[config.mk]
export PLATFORM = sky130hd
export DESIGN_NAME = wave_ram_arbiter
export DESIGN_NICKNAME = d
export VERILOG_FILES = /design/src/rtl/wave_ram_arbiter.sv
export SDC_FILE = /design/constraint.sdc
export NUM_CORES = 1
export LEC_CHECK = 0
export ABC_AREA = 1
export CORE_UTILIZATION = 37
export CTS_BUF_LIST = sky130_fd_sc_hd__clkbuf_16
export CTS_CLUSTER_DIAMETER = 40
export CTS_CLUSTER_SIZE = 14
export DETAILED_ROUTE_END_ITERATION = 6
export PLACE_DENSITY = 0.76
export SYNTH_ARGS = -nofsm -noshare
export SYNTH_HDL_FRONTEND = slang
export SYNTH_SLANG_ARGS = --single-unit
[constraint.sdc]
create_clock -name clk -period 1.97 [get_ports clk]
set_input_delay 0.2955 -clock clk [delete_from_list [all_inputs] [get_ports clk]]
set_output_delay 0.2955 -clock clk [all_outputs]
set_load 0.02 [all_outputs]
[src/rtl/wave_ram_arbiter.sv]
// wave_ram_arbiter: shares the single-port waveform RAM between NUM_CH DDS
// readers (round-robin) and one table loader (priority). Option: WAVE_ARB_BURST_LIMIT_EN.
module wave_ram_arbiter #(
   parameter int unsigned NUM_CH       = 4,
   parameter int unsigned DATA_WIDTH   = 32,
   parameter int unsigned ADDR_WIDTH   = 12,
   parameter int unsigned DATA_DEPTH   = 3072,
   parameter int unsigned RD_LAT       = 1,
   parameter int unsigned WR_BURST_MAX = 8
) (
   input  logic                         clk,
   input  logic                         rst_n,
   input  logic [NUM_CH-1:0]            rd_req,
   input  logic [NUM_CH*ADDR_WIDTH-1:0] rd_addr,
   output logic [NUM_CH-1:0]            rd_gnt,
   output logic [NUM_CH-1:0]            rd_valid,
   output logic [DATA_WIDTH-1:0]        rd_data,
   input  logic                         wr_req,
   input  logic [ADDR_WIDTH-1:0]        wr_addr,
   input  logic [DATA_WIDTH-1:0]        wr_data,
   output logic                         wr_gnt,
   output logic                         ram_we,
   output logic [ADDR_WIDTH-1:0]        ram_addr,
   output logic [DATA_WIDTH-1:0]        ram_din,
   input  logic [DATA_WIDTH-1:0]        ram_dout,
   output logic                         addr_err
);

   localparam int unsigned CH_W = (NUM_CH > 1) ? $clog2(NUM_CH) : 1;
   localparam int unsigned PIPE = RD_LAT + 1;

   logic [CH_W-1:0]           last_ch_q, last_ch_d;
   logic [CH_W-1:0]           rr_ch;
   logic                      any_rd;
   logic                      burst_hold;
   logic                      wr_win;
   logic                      rd_win;
   logic [ADDR_WIDTH-1:0]     sel_addr;
   logic                      wr_ok;
   logic                      rd_ok;

   logic                      ram_we_q, ram_we_d;
   logic [ADDR_WIDTH-1:0]     ram_addr_q, ram_addr_d;
   logic [DATA_WIDTH-1:0]     ram_din_q, ram_din_d;
   logic                      addr_err_q, addr_err_d;

   logic [PIPE-1:0]           pv_q, pv_d;
   logic [PIPE-1:0][CH_W-1:0] pc_q, pc_d;
   logic [PIPE-1:0]           po_q, po_d;
   logic [NUM_CH-1:0]         rd_valid_q, rd_valid_d;
   logic [DATA_WIDTH-1:0]     rd_data_q, rd_data_d;

   // round-robin search starting one past the last granted channel
   always_comb begin
      logic [CH_W:0] idx;
      logic          found;
      found = 1'b0;
      rr_ch = '0;
      idx   = '0;
      for (int unsigned off = 1; off <= NUM_CH; off++) begin
         idx = {1'b0, last_ch_q} + (CH_W+1)'(off);
         if (idx >= (CH_W+1)'(NUM_CH)) begin
            idx = idx - (CH_W+1)'(NUM_CH);
         end
         if (!found && rd_req[idx[CH_W-1:0]]) begin
            found = 1'b1;
            rr_ch = idx[CH_W-1:0];
         end
      end
   end

   assign any_rd   = |rd_req;
   assign sel_addr = rd_addr[rr_ch*ADDR_WIDTH +: ADDR_WIDTH];
   assign wr_ok    = {1'b0, wr_addr}  < (ADDR_WIDTH+1)'(DATA_DEPTH);
   assign rd_ok    = {1'b0, sel_addr} < (ADDR_WIDTH+1)'(DATA_DEPTH);

   // grants are forced low while reset is held
   assign wr_win = rst_n & wr_req & ~burst_hold;
   assign rd_win = rst_n & any_rd & ~wr_win;
   assign wr_gnt = wr_win;
   assign rd_gnt = rd_win ? (NUM_CH'(1) << rr_ch) : '0;

`ifdef WAVE_ARB_BURST_LIMIT_EN
   localparam int unsigned BW = $clog2(WR_BURST_MAX + 1);

   logic [BW-1:0] burst_q, burst_d;

   assign burst_hold = (burst_q == BW'(WR_BURST_MAX)) & any_rd;

   // count consecutive write grants, saturating at the cap
   always_comb begin
      burst_d = '0;
      if (wr_win) begin
         if (burst_q == BW'(WR_BURST_MAX)) begin
            burst_d = burst_q;
         end else begin
            burst_d = burst_q + BW'(1);
         end
      end
   end

   // burst counter register
   always_ff @(posedge clk or negedge rst_n) begin
      if (!rst_n) begin
         burst_q <= '0;
      end else begin
         burst_q <= burst_d;
      end
   end
`else
   // no burst cap in this build: writes always win
   assign burst_hold = 1'b0 & (WR_BURST_MAX != 0);
`endif

   // RAM control, round-robin pointer and sticky range error
   always_comb begin
      ram_we_d   = 1'b0;
      ram_addr_d = ram_addr_q;
      ram_din_d  = ram_din_q;
      addr_err_d = addr_err_q;
      last_ch_d  = last_ch_q;
      if (wr_win) begin
         ram_we_d   = wr_ok;
         ram_addr_d = wr_ok ? wr_addr : '0;
         if (wr_ok) begin
            ram_din_d = wr_data;
         end else begin
            addr_err_d = 1'b1;
         end
      end else if (rd_win) begin
         ram_addr_d = rd_ok ? sel_addr : '0;
         last_ch_d  = rr_ch;
         if (!rd_ok) begin
            addr_err_d = 1'b1;
         end
      end
   end

   // read-return tracking: {valid, channel, out-of-range} per RAM stage
   always_comb begin
      pv_d    = pv_q;
      pc_d    = pc_q;
      po_d    = po_q;
      pv_d[0] = rd_win;
      pc_d[0] = rr_ch;
      po_d[0] = rd_win & ~rd_ok;
      for (int i = 1; i < int'(PIPE); i++) begin
         pv_d[i] = pv_q[i-1];
         pc_d[i] = pc_q[i-1];
         po_d[i] = po_q[i-1];
      end
      rd_valid_d = '0;
      rd_data_d  = rd_data_q;
      if (pv_q[PIPE-1]) begin
         rd_valid_d = NUM_CH'(1) << pc_q[PIPE-1];
         rd_data_d  = po_q[PIPE-1] ? '0 : ram_dout;
      end
   end

   // state registers
   always_ff @(posedge clk or negedge rst_n) begin
      if (!rst_n) begin
         last_ch_q  <= CH_W'(NUM_CH - 1);
         ram_we_q   <= 1'b0;
         ram_addr_q <= '0;
         ram_din_q  <= '0;
         addr_err_q <= 1'b0;
         pv_q       <= '0;
         pc_q       <= '0;
         po_q       <= '0;
         rd_valid_q <= '0;
         rd_data_q  <= '0;
      end else begin
         last_ch_q  <= last_ch_d;
         ram_we_q   <= ram_we_d;
         ram_addr_q <= ram_addr_d;
         ram_din_q  <= ram_din_d;
         addr_err_q <= addr_err_d;
         pv_q       <= pv_d;
         pc_q       <= pc_d;
         po_q       <= po_d;
         rd_valid_q <= rd_valid_d;
         rd_data_q  <= rd_data_d;
      end
   end

   assign ram_we   = ram_we_q;
   assign ram_addr = ram_addr_q;
   assign ram_din  = ram_din_q;
   assign addr_err = addr_err_q;
   assign rd_valid = rd_valid_q;
   assign rd_data  = rd_data_q;

endmodule
==> metrics.md <==
| Metric | Value |
|---|---|
| CP startpoint kind | register |
| Register bit count reported by yosys | 92 |
| Final worst path period share | 121% |
| Worst-path cell chain | buf_12 > nand2_2 > nand3_2 > nand2_2 > nor2_4 > buf_6 > nand4_4 > nand2_4 > nand2_4 > nor2_4 > buf_6 |
| CTS Buf Count | 9 |
| Drt drc | 37 |
| # rows | 39 |
| CP endpoint kind | output port |
| Initial antenna violation count | 0 |
| Warnings, synthesis | 0 |
| Max stage delay on crit path | ~0.57 ns |
| Pin count of the biggest net entering global routing | 65 |
| Grt ovf | 0 |
| CTS Buffer Depth | 2 |
| Peak supply drop | roughly 1100 uV |
| FMAX | 421 MHz |
| Final Hold Fails | 0 |
| Die height | 111 um |
| First-pass GRT wire length | 22800 um |
| Worst EP arrival | 2.08 ns |
| Initial DRC count | approximately 270 |
| N_diodes | 0 |
| Final Instance Area | 0.00762 mm^2 |
| Worst hold path class | input port to asynchronous set/reset pin |
| Top Ports | ~220 |
| Status | finished with violations |
| Cell Pwr Density | ~1500 mW/mm^2 |
| Cell Area, Synth | around 0.0044 mm^2 |
| Final setup viols | 18 |
| H-tree depth | 3 |
| CP Max Fanout | 9 |
| Share of the synthesized area in the top cell type | between 50% and 60% |
| Worst-path clk slew | roughly 0.060 ns |
| Cell family with most CP delay | simple AND/OR/NAND/NOR gates |
| Commonest non-fill, non-tap cell in the layout | nand2_1 |
| Vias/cell | a little under 5 |
| Setup WS post-layout | -0.405 ns |
| Die area | ~0.012 mm^2 |
| Crit path max-delay cell type | dfstp_2 |
| RSZ-0062 raised after global routing | true |
| Vias in the first global route | approximately 4700 |
| Crit path required time | about 1.7 ns |
| Yosys top cell by area | dfrtp_1 |
| Reg2reg start | last_ch_q[0] |
| Hold_ws | ~0.044 ns |
| Synth area leaders | dfrtp_1, nand2_1, inv_1, nand3_1, o21ai_0 |
| Failing checks | DRC, setup timing |
| # clock sinks | slightly above 90 |
| Clock Root Buffer | clkbuf_16 |
| CTS tree | done |
| Clock Skews | 0.00884 ns |
| Vias | between 4000 and 5000 |
| GPL Wtd Cong | approximately 0.85 |
| CP Class | register to output port |
| Slew margin rel. | 47.0% |
| DR WL/cell | roughly 14 um |
| Slew @ Worst Pin | about 0.8 ns |
| Netlist cell types | 28 |
| Share of cells above drive strength 1 | 16.4% |
| Syn avg cell area | approximately 7.8 um^2 |
| Leak Pwr | 3.73 nW |
| Critical path launch point | last_ch_q[0] |
| Most frequent cells in the layout | nand2_1, clkdlybuf4s50_1, dfrtp_1 |
| Count of port buffers added during placement | 217 |
| Pre-antenna DRT Iters | 7 |
| Crit path time final | between 2 and 2.5 ns |
| # nets final | about 940 |
| Final wirelength | approximately 14000 um |
| Die Span X | 111 um |
| Synth Instances | about 560 |
| Total core area | about 0.012 mm^2 |
| Post-DP HPWL | between 10000 and 15000 um |
| Sequential share of the synthesized area | 52.2% |
| Area post-placement | between 0.007 and 0.008 mm^2 |
| Final Max Tran Viols | 0 |
| Clock Latency Late Sink | between 0.3 and 0.4 ns |
| Final Power | ~12 mW |
| GRT Overall Usage | a little under a quarter |
| Crit path buffers/inverters | 3 |
| Starting Density | between 30% and 40% |
| Detail Route Antenna Nets | 0 |
| Area delta synth->final | 72.6% |
| Max-Cap Viols | 0 |
| Syn Nets | slightly below 700 |
final timing paths:
path	to	slack (ns)	cells past startpoint
setup reg to reg	ram_addr[9]	-0.32	15
setup / recovery	rd_gnt[3]	-0.40	11
hold / removal	last_ch_q[0]	0.04	2
hold reg to reg	po_q[1]	0.35	0
min in group clk	po_q[1]	0.35	0
max in group asynchronous	ram_addr[11]	0.81	3
per-layer routing:
layer,routed length (um),global-route usage [%],part of all wire (%),up-vias
met1,5680,27.9,41,2181
met5,0,0,0,-
met4,284,10.2,2.0,0
met2,6900,40.0,50,190
li1,-,-,-,2254
met3,992,5.08,7.2,20
final cells by class:
type / count / area [um^2]
clock buffers: 9 / 225
multi-input cells: 388 / 1980
clock inverters: 7 / 90.1
inverters: 59 / 224
flip-flops and latches: 92 / 2300
fillers: 916 / 3890
well taps: 143 / 179
repair buffers: 262 / 2620
synthesized netlist by cell type:
| cell | n |
|---|---|
| a21oi_1 | 18 |
| a21oi_2 | 3 |
| buf_2 | 7 |
| buf_6 | 1 |
| buf_8 | 1 |
| clkbuf_1 | 17 |
| clkinv_1 | 1 |
| dfrtp_1 | 90 |
| dfstp_2 | 2 |
| inv_1 | 55 |
| inv_2 | 3 |
| nand2_1 | 237 |
| nand2_2 | 9 |
| nand2_4 | 3 |
| nand3_1 | 40 |
| nand3_2 | 11 |
| nand4_1 | 4 |
| nand4_4 | 1 |
| nor2_1 | 16 |
| nor2_2 | 1 |
| nor2_4 | 1 |
| nor3_1 | 4 |
| o21ai_0 | 34 |
| o21ai_1 | 1 |
| o21ai_4 | 1 |
| o21bai_1 | 1 |
| o41ai_1 | 1 |
| or2_2 | 1 |
registers in the layout, indices dropped and copies added (netlist names):
register	flops
pc_q	2
addr_err	1
rd_data	32
rd_valid	4
ram_din	32
last_ch_q	2
po_q	2
pv_q	2
ram_we	1
pc_d	2
ram_addr	12
timing repair:
action                                 CTS  global route
resized for setup                       55             9
hold buffers                             2             0
pin swaps                                8             5
endpoints found under the hold margin   15             0
cloned                                   2             0
buffers inserted                         8             1
setup endpoints to repair               18            19
through the flow:
| stage | setup slack, ns | utilization [%] | instances | setup TNS [ns] |
|---|---|---|---|---|
| 2_1_floorplan | -0.0448 | - | 564 | -0.447 |
| 3_3_place_gp | -0.636 | 61.0 | 931 | -10.46 |
| 3_5_place_dp | -0.803 | 61.0 | 931 | -13.24 |
| 4_1_cts | -0.439 | 65.8 | 959 | -5.84 |
| 5_1_grt | -0.484 | 66.2 | 960 | -7.73 |
| 6_report | -0.405 | 66.2 | 960 | -5.44 |
report_power, final:
group,internal (mW),switching [mW],total (mW)
sequential,2.38,0.263,2.64
combinational,3.20,3.94,7.15
clock,1.11,0.697,1.80
logic make-up after synthesis:
| logic type | Yosys count | synth area share, % |
|---|---|---|
| flops | 92 | 52.2 |
| buf+inv | 85 | 7.85 |
| simple gates | 328 | 32.6 |
| compound gates | 59 | 7.34 |
(Power assumes the default switching activity.)
